`src/rtl/idct_transpose_buf_pkg.sv`:
```
// Shared IDCT constants: coefficient width, block dimension and the column-stage
// input permutation used when a transposed column is handed on.
package idct_transpose_buf_pkg;

  localparam int unsigned CoefW  = 32;
  localparam int unsigned BlkDim = 8;
  localparam int unsigned IdxW   = 3;

  typedef logic [IdxW-1:0] idx_t;

  // Output slot k of a column carries row ColPerm[k].
  localparam idx_t ColPerm [BlkDim] = '{3'd0, 3'd4, 3'd6, 3'd2, 3'd1, 3'd7, 3'd5, 3'd3};

  function automatic idx_t perm_row(input idx_t slot);
    return ColPerm[slot];
  endfunction

endpackage

```
`src/rtl/idct_transpose_buf_tbuf_bank.sv`:
```
// One 8x8 coefficient bank: written a row at a time, read a column at a time with
// the column-stage row permutation applied on the read port.
module idct_transpose_buf_tbuf_bank
  import idct_transpose_buf_pkg::*;
#(
  parameter int unsigned Width = CoefW
) (
  input  logic             clk_i,
  input  logic             reset_i,
  input  logic             we_i,
  input  idx_t             wr_row_i,
  input  logic [Width-1:0] wr_data_i [BlkDim],
  input  idx_t             rd_col_i,
  output logic [Width-1:0] rd_data_o [BlkDim]
);

  logic [Width-1:0] mem_q [BlkDim][BlkDim];

  // Cleared on reset so the read mux shows zeros before the first block lands.
  always_ff @(posedge clk_i) begin
    if (reset_i) begin
      for (int r = 0; r < BlkDim; r++) begin
        for (int c = 0; c < BlkDim; c++) begin
          mem_q[r][c] <= '0;
        end
      end
    end else if (we_i) begin
      for (int c = 0; c < BlkDim; c++) begin
        mem_q[wr_row_i][c] <= wr_data_i[c];
      end
    end
  end

  always_comb begin
    for (int k = 0; k < BlkDim; k++) begin
      rd_data_o[k] = mem_q[perm_row(idx_t'(k))][rd_col_i];
    end
  end

endmodule

```
`src/rtl/idct_transpose_buf.sv`:
```
// Row-to-column transpose buffer between the IDCT passes. Define IDCT_TBUF_PINGPONG_EN
// for two banks (write of block k+1 overlaps read of block k); otherwise one bank.
module idct_transpose_buf
  import idct_transpose_buf_pkg::*;
#(
  parameter int unsigned DW = CoefW
) (
  input  logic          clk_i,
  input  logic          reset_i,
  input  logic          row_valid_i,
  output logic          row_ready_o,
  input  logic [DW-1:0] row_d0_i,
  input  logic [DW-1:0] row_d1_i,
  input  logic [DW-1:0] row_d2_i,
  input  logic [DW-1:0] row_d3_i,
  input  logic [DW-1:0] row_d4_i,
  input  logic [DW-1:0] row_d5_i,
  input  logic [DW-1:0] row_d6_i,
  input  logic [DW-1:0] row_d7_i,
  output logic          col_valid_o,
  input  logic          col_ready_i,
  output logic [2:0]    col_idx_o,
  output logic [DW-1:0] out0_o,
  output logic [DW-1:0] out1_o,
  output logic [DW-1:0] out2_o,
  output logic [DW-1:0] out3_o,
  output logic [DW-1:0] out4_o,
  output logic [DW-1:0] out5_o,
  output logic [DW-1:0] out6_o,
  output logic [DW-1:0] out7_o,
  output logic          blk_done_o
);

`ifdef IDCT_TBUF_PINGPONG_EN
  localparam int unsigned NBank = 2;
`else
  localparam int unsigned NBank = 1;
`endif

  // Flag/pointer state is always sized for two banks; without ping-pong the bank
  // pointers never leave 0 and flag 1 is never set.
  logic [1:0] full_q, full_d;
  logic       wr_bank_q, wr_bank_d;
  logic       rd_bank_q, rd_bank_d;
  idx_t       wr_row_q, wr_row_d;
  idx_t       rd_col_q, rd_col_d;
  logic       blk_done_q, blk_done_d;

  logic       row_ready, col_valid;
  logic       wr_acc, rd_acc, wr_last, rd_last;

  logic [DW-1:0] row_data [BlkDim];
  logic [DW-1:0] bank_rd  [2][BlkDim];

  assign row_data = '{row_d0_i, row_d1_i, row_d2_i, row_d3_i,
                      row_d4_i, row_d5_i, row_d6_i, row_d7_i};

  for (genvar b = 0; b < 2; b++) begin : g_bank
    if (b < NBank) begin : g_inst
      idct_transpose_buf_tbuf_bank #(
        .Width (DW)
      ) u_bank (
        .clk_i     (clk_i),
        .reset_i   (reset_i),
        .we_i      (wr_acc && (wr_bank_q == 1'(b))),
        .wr_row_i  (wr_row_q),
        .wr_data_i (row_data),
        .rd_col_i  (rd_col_q),
        .rd_data_o (bank_rd[b])
      );
    end else begin : g_tie
      for (genvar k = 0; k < BlkDim; k++) begin : g_zero
        assign bank_rd[b][k] = '0;
      end
    end
  end

  always_comb begin
    row_ready  = !full_q[wr_bank_q];
    col_valid  = full_q[rd_bank_q];
    wr_acc     = row_valid_i && row_ready;
    rd_acc     = col_valid && col_ready_i;
    wr_last    = (wr_row_q == idx_t'(BlkDim - 1));
    rd_last    = (rd_col_q == idx_t'(BlkDim - 1));

    full_d     = full_q;
    wr_bank_d  = wr_bank_q;
    rd_bank_d  = rd_bank_q;
    wr_row_d   = wr_row_q;
    rd_col_d   = rd_col_q;
    blk_done_d = 1'b0;

    if (wr_acc) begin
      wr_row_d = wr_row_q + idx_t'(1);
      if (wr_last) begin
        full_d[wr_bank_q] = 1'b1;
`ifdef IDCT_TBUF_PINGPONG_EN
        wr_bank_d = ~wr_bank_q;
`endif
      end
    end

    // A write completion and a read completion always target different banks here,
    // since a write needs the bank empty and a read needs it full.
    if (rd_acc) begin
      rd_col_d = rd_col_q + idx_t'(1);
      if (rd_last) begin
        full_d[rd_bank_q] = 1'b0;
        blk_done_d        = 1'b1;
`ifdef IDCT_TBUF_PINGPONG_EN
        rd_bank_d = ~rd_bank_q;
`endif
      end
    end
  end

  always_ff @(posedge clk_i) begin
    if (reset_i) begin
      full_q     <= '0;
      wr_bank_q  <= 1'b0;
      rd_bank_q  <= 1'b0;
      wr_row_q   <= '0;
      rd_col_q   <= '0;
      blk_done_q <= 1'b0;
    end else begin
      full_q     <= full_d;
      wr_bank_q  <= wr_bank_d;
      rd_bank_q  <= rd_bank_d;
      wr_row_q   <= wr_row_d;
      rd_col_q   <= rd_col_d;
      blk_done_q <= blk_done_d;
    end
  end

  assign row_ready_o = row_ready;
  assign col_valid_o = col_valid;
  assign col_idx_o   = rd_col_q;
  assign blk_done_o  = blk_done_q;

  assign out0_o = bank_rd[rd_bank_q][0];
  assign out1_o = bank_rd[rd_bank_q][1];
  assign out2_o = bank_rd[rd_bank_q][2];
  assign out3_o = bank_rd[rd_bank_q][3];
  assign out4_o = bank_rd[rd_bank_q][4];
  assign out5_o = bank_rd[rd_bank_q][5];
  assign out6_o = bank_rd[rd_bank_q][6];
  assign out7_o = bank_rd[rd_bank_q][7];

endmodule
```
`config.mk`:
```
export PLATFORM = sky130hd
export DESIGN_NAME = idct_transpose_buf
export DESIGN_NICKNAME = d
export VERILOG_FILES = /design/src/rtl/idct_transpose_buf_pkg.sv /design/src/rtl/idct_transpose_buf_tbuf_bank.sv /design/src/rtl/idct_transpose_buf.sv
export SDC_FILE = /design/constraint.sdc
export NUM_CORES = 2
export LEC_CHECK = 0
export BUFFER_PORTS_ARGS = -buffer_cell sky130_fd_sc_hd__buf_4
export CORE_MARGIN = 2
export CORE_UTILIZATION = 40
export CTS_CLUSTER_DIAMETER = 80
export DETAILED_ROUTE_END_ITERATION = 8
export PLACE_DENSITY = 0.63
export SKIP_CTS_REPAIR_TIMING = 1
export SYNTH_ARGS = -nofsm -noshare
export SYNTH_HDL_FRONTEND = slang
export SYNTH_SLANG_ARGS = --single-unit
```
`constraint.sdc`:
```
create_clock -name clk_i -period 8.7 [get_ports clk_i]
set_clock_uncertainty 0.05 [all_clocks]
set_input_delay 2.175 -clock clk_i [delete_from_list [all_inputs] [get_ports clk_i]]
set_output_delay 2.175 -clock clk_i [all_outputs]
set_load 0.1 [all_outputs]
```
# --- Yosys cells after proc, flatten, opt, wreduce, memory -nomap -nowiden ---
# Memories as Yosys holds them, arrays and structs flattened.
# Cells that the tools add are included.
classes:
  n_eq_ne: 2
  n_addsub: 2
  mux: 37
  n_lt_le_gt_ge: 1
  bitwise: 2
  reduce_logical: 5
op_table:
  columns: ["op", "n"]
  rows:
  - ["$bmux 32 s3", 8]
  - ["$mux 32", 16]
  - ["$mux 256", 1]
  - ["$reduce_or 256->1", 1]
  - ["$mux 1", 11]
  - ["$add 3x1->3 const B", 2]
  - ["$eq 3x3->1 const B", 2]
  - ["$ge 4x4->1 const B", 1]
  - ["$not 3->4", 1]
  - ["$mux 3", 1]
  - ["$logic_and 1x1->1", 2]
  - ["$reduce_or 2->1", 1]
  - ["$logic_not 1->1", 1]
  - ["$not 1->1", 1]
word_totals:
  word_cells: 54
  mem_count: 1
  ram_bits: 2048
  regBits: 9
mem_list:
  columns: ["memory", "words", "width", "read_ports", "rd_ports_with_merged_regs", "wr", "line_no", "rtl"]
  rows:
  - ["g_bank[0].g_inst.u_bank.mem_q", 8, 256, 8, 0, 8, "idct_transpose_buf_tbuf_bank.sv:17", "logic [Width-1:0] mem_q [BlkDim][BlkDim];"]

# --- Depth between registers and ports, before layout ---
logic_depth:
  ltp_word: 7
  ltp_mapped: 6

# --- Modules after synthesis ---
# A second synthesis with hierarchy kept.
hier_totals:
  cells_unflattened: 5769
  hier_area_um2: 90847.1
by_module_without_submodules:
  columns: ["mod", "instances", "seq_area_each_um2", "area_each_um2", "cells_each"]
  rows:
  - ["idct_transpose_buf_tbuf_bank", 1, 61499.0, 90440.5, 5731]
  - ["idct_transpose_buf", 1, 160.2, 406.6, 38]

# --- Worst setup path before layout ---
# OpenSTA, ideal clock, no wires.
synth_timing:
  kind: "input to register"
  start: "input port reset_i"
  end: "memory g_bank[0].g_inst.u_bank.mem_q[0][0] in the netlist's numbering (enable)"
  arrival_ns: 6.274
  slack_ns: 1.864
  setup_time_ns: 0.511
  n_path_buf: 1
  t_required_ns: 8.139
  path_stages: 4
  cell_sequence: "or4b_4 > nor3_4 > clkbuf_2 > or2_2"
synth_lines:
  columns: ["element", "line_no", "rtl"]
  rows:
  - ["from (decl)", "idct_transpose_buf.sv:9", "input logic reset_i,"]
  - ["to (decl)", "idct_transpose_buf_tbuf_bank.sv:17", null]

# --- Worst setup path after layout ---
layout_timing:
  start: "register rd_col_q[0], in the netlist col_idx_o[0]"
  end: "output port out3_o[1]"
layout_via:
  elab_chain_len: 4
layout_rtl:
  columns: ["element", "line_no", "rtl"]
  rows:
  - ["from (decl)", "idct_transpose_buf.sv:46", "idx_t rd_col_q, rd_col_d;"]
  - ["from (signal assigned)", "idct_transpose_buf.sv:130", "rd_col_q <= rd_col_d;"]
  - ["$not 3->4 (implied by the code)", "idct_transpose_buf_tbuf_bank.sv:36", "rd_data_o[k] = mem_q[perm_row(idx_t'(k))][rd_col_i];"]
  - ["$bmux 32 s3", "idct_transpose_buf_tbuf_bank.sv:36", null]
  - ["$mux 32 (implied by the code) (2 in a row)", "idct_transpose_buf_tbuf_bank.sv:36", null]
  - ["to (decl)", "idct_transpose_buf.sv:26", "output logic [DW-1:0] out3_o,"]
# Every way passes these cells. The select of a mux whose other input is x is not followed.

==> flow_metrics.env <==
export IMPL_die_y_um=480
export IMPL_synth_xor_area_frac=0.000193
export IMPL_grt_util_all_layers=0.183
export IMPL_root_buffer="clkbuf_16"
export IMPL_finalCritPeriodShare=0.684
export IMPL_powerDensity_mw_per_mm2=208
export IMPL_cts_htree_levels=4
export IMPL_drcViolationCount=0
export IMPL_start_util=0.403
export IMPL_synth_seq_cells=2056
export IMPL_cts_tree="done"
export IMPL_yosysTopAreaCell="edfxtp_1"
export IMPL_die_w_um=480
export IMPL_viasPerCell=5.18
export IMPL_drive_gt1_frac=0.280
export IMPL_cts_max_path_buffers=3
export IMPL_cp_max_fo=93
export IMPL_cts_sinks=2056
export IMPL_numCtsBuffers=216
export IMPL_setup_ws_ns=2.75
export IMPL_synthTopCellsByArea="edfxtp_1 68%, and2_1 14%, mux4_2 13%, mux2_2 3.2%, clkbuf_1 0.98%"
export IMPL_rows=174
export IMPL_syn_area_per_cell_sq_um=17.2
export IMPL_antenna_found_initial=25
export IMPL_num_nets_final=5988
export IMPL_wl_per_cell_um=23.9
export IMPL_io_buffers=521
export IMPL_synth_compound_area_frac=0.000303
export IMPL_grt_max_degree=137
export IMPL_coreArea_sq_mm=0.225
export IMPL_fillers=19300
export IMPL_num_vias=46100
export IMPL_hpwl_mm=128
export IMPL_fp_dieArea_sq_mm=0.231
export IMPL_critical_path_endpoint="out3_o[1]"
export IMPL_outcome="completed"
export IMPL_slew_headroom=0.140
export IMPL_gp_congestion=0.736
export IMPL_routed_wl_mm=213
export IMPL_setup_violations=0
export IMPL_critical_path_class="reg -> out"
export IMPL_synth_distinct_cells=29
export IMPL_synthMuxAreaShare=0.159
export IMPL_rr_startpoint="full_q[0]"
export IMPL_hold_violations=0
export IMPL_synth_top_family_by_area="multiplexers"
export IMPL_worst_setup_path_end_kind="primary output"
export IMPL_clkSlewWorstSetupHoldPaths_ns=0.06
export IMPL_crit_start="col_idx_o[0]"
export IMPL_clock_latency_ns=0.89
export IMPL_grt_pass1_vias=48100
export IMPL_grt_ovfl_total=0
export IMPL_synth_top_area_frac=0.677
export IMPL_ff2ff_setup_slack_ns=4.96
export IMPL_worst_pin_slew_ns=1.29
export IMPL_syn_nets=5554
export IMPL_fmax_mhz=168
export IMPL_grt_pass1_wl_mm=316
export IMPL_min_period_ns=5.95
export IMPL_ys_warn_count=0
export IMPL_crit_required_ns=6.48
export IMPL_ys_seq_area_frac=0.679
export IMPL_ir_worst_vdd_v=0.000206
export IMPL_reg2reg_depth=4
export IMPL_antenna_left=0
export IMPL_first_pass_iters=6
export IMPL_hold_path_class="reg -> reg"
export IMPL_start_kind="flop"
export IMPL_synthAdderAreaFrac=0.000551
export IMPL_io_pins=522
export IMPL_tns_ns=0
export IMPL_dp_slack_ns=3.18
export IMPL_area_delta_synth_final_pct=15.2
export IMPL_grt_setup_unrepaired="false"
export IMPL_p_leak_nw=37.6
export IMPL_dr_first_iter_drc_count=3665
export IMPL_finalMaxSlewViolations=0
export IMPL_r2r_end="g_bank[0].g_inst.u_bank.mem_q[5][32]"
export IMPL_netlist_instances=5290
export IMPL_drv_cap=0
export IMPL_syn_area_sq_mm=0.0908
export IMPL_worstPathArrival_ns=3.72
export IMPL_synth_simple_area_share=0.144
[logic make-up (layout without fill, tap and decap cells)]
family          Yosys count  count (layout)
simple gates           2085            2085
flops                  2056            2056
compound gates            5               5
mux                     768             768
other cells               0               6
xor+xnor                  2               2
fa+ha+maj                 4               4
buf+inv                 370             980
[layer usage]
layer / up-vias / GRT usage / part of all wire
li1: 20500 / - / -
met1: 24100 / 0.246 / 0.42
met2: 1154 / 0.304 / 0.49
met3: 287 / 0.0412 / 0.066
met4: 34 / 0.0430 / 0.020
met5: - / 0 / 0.0010
[sequential cells by signal, indices dropped and copies added (netlist names)]
name	cells
g_bank.g_inst.u_bank.mem_q	2048
col_idx_o	3
wr_row_q	3
blk_done_o	1
full_q	1
[power by group]
part | leakage [nW] | internal [W] | switching (W)
sequential | 21.3 | 0.0114 | 0.000106
clock | 3.28 | 0.00494 | 0.00395
combinational | 13.0 | 0.000404 | 0.00103
[cell usage in the layout, fill, tap and decap left out, types with 8 or more instances in the layout]
master,count
clkbuf_16,217
nand2_1,9
or2_4,8
clkinv_16,12
clkbuf_1,56
and2_1,2048
buf_12,29
edfxtp_1,2048
mux4_2,512
clkinv_2,27
bufinv_16,11
clkinv_1,60
buf_4,556
mux2_2,256
[critical path, cell delays in order, from the launching register on]
cell and delay, ns:
dfxtp_4 0.84, buf_12 0.57, mux4_2 0.61, mux2_2 0.34, buf_4 0.25
[cells in the mapped netlist (all sizes together)]
library cell     n
a21oi            4
a22oi            1
and2          2048
buf             83
clkbuf         286
dfxtp            8
edfxtp        2048
ha               4
inv              1
mux2           256
mux4           512
nand2            9
nand2b           3
nand3            2
nand4bb          1
nor2             9
nor2b            1
nor3             3
or2              8
or4b             1
xnor2            1
xor2             1
[layout make-up]
type,count,area [sq um],area share
clock buffers,273,5640,0.0539
inverters,1,3.75,0.0000359
diodes,6,15.0,0.000144
multi-input cells,2864,27600,0.264
flip-flops and latches,2056,61700,0.590
clock inverters,121,1170,0.0112
well taps,2992,3740,0.0358
repair buffers,585,4750,0.0455
[through the flow]
stage,hold slack [ns],utilization,instance area (sq um),total power [W],instances
floorplan,0.416,-,90800,0.0126,5290
global placement,0.439,0.434,97800,0.0131,8498
detailed placement,0.465,0.434,97800,0.0131,8498
CTS,0.472,0.464,105000,0.0220,8892
global route,0.510,0.464,105000,0.0224,8896
finish,0.475,0.464,105000,0.0218,8898
[worst min path at each step]
| stage | from | end | slack, ns | cells after the start |
|---|---|---|---|---|
| floorplan | wr_row_q[1] | wr_row_q[1] | 0.42 | 2 |
| global placement | wr_row_q[1] | wr_row_q[1] | 0.44 | 2 |
| detailed placement | wr_row_q[1] | wr_row_q[1] | 0.47 | 2 |
| CTS | wr_row_q[1] | wr_row_q[1] | 0.47 | 2 |
| global route | wr_row_q[1] | wr_row_q[1] | 0.51 | 2 |
| finish | wr_row_q[1] | wr_row_q[1] | 0.47 | 2 |
(Power assumes the default switching activity.)
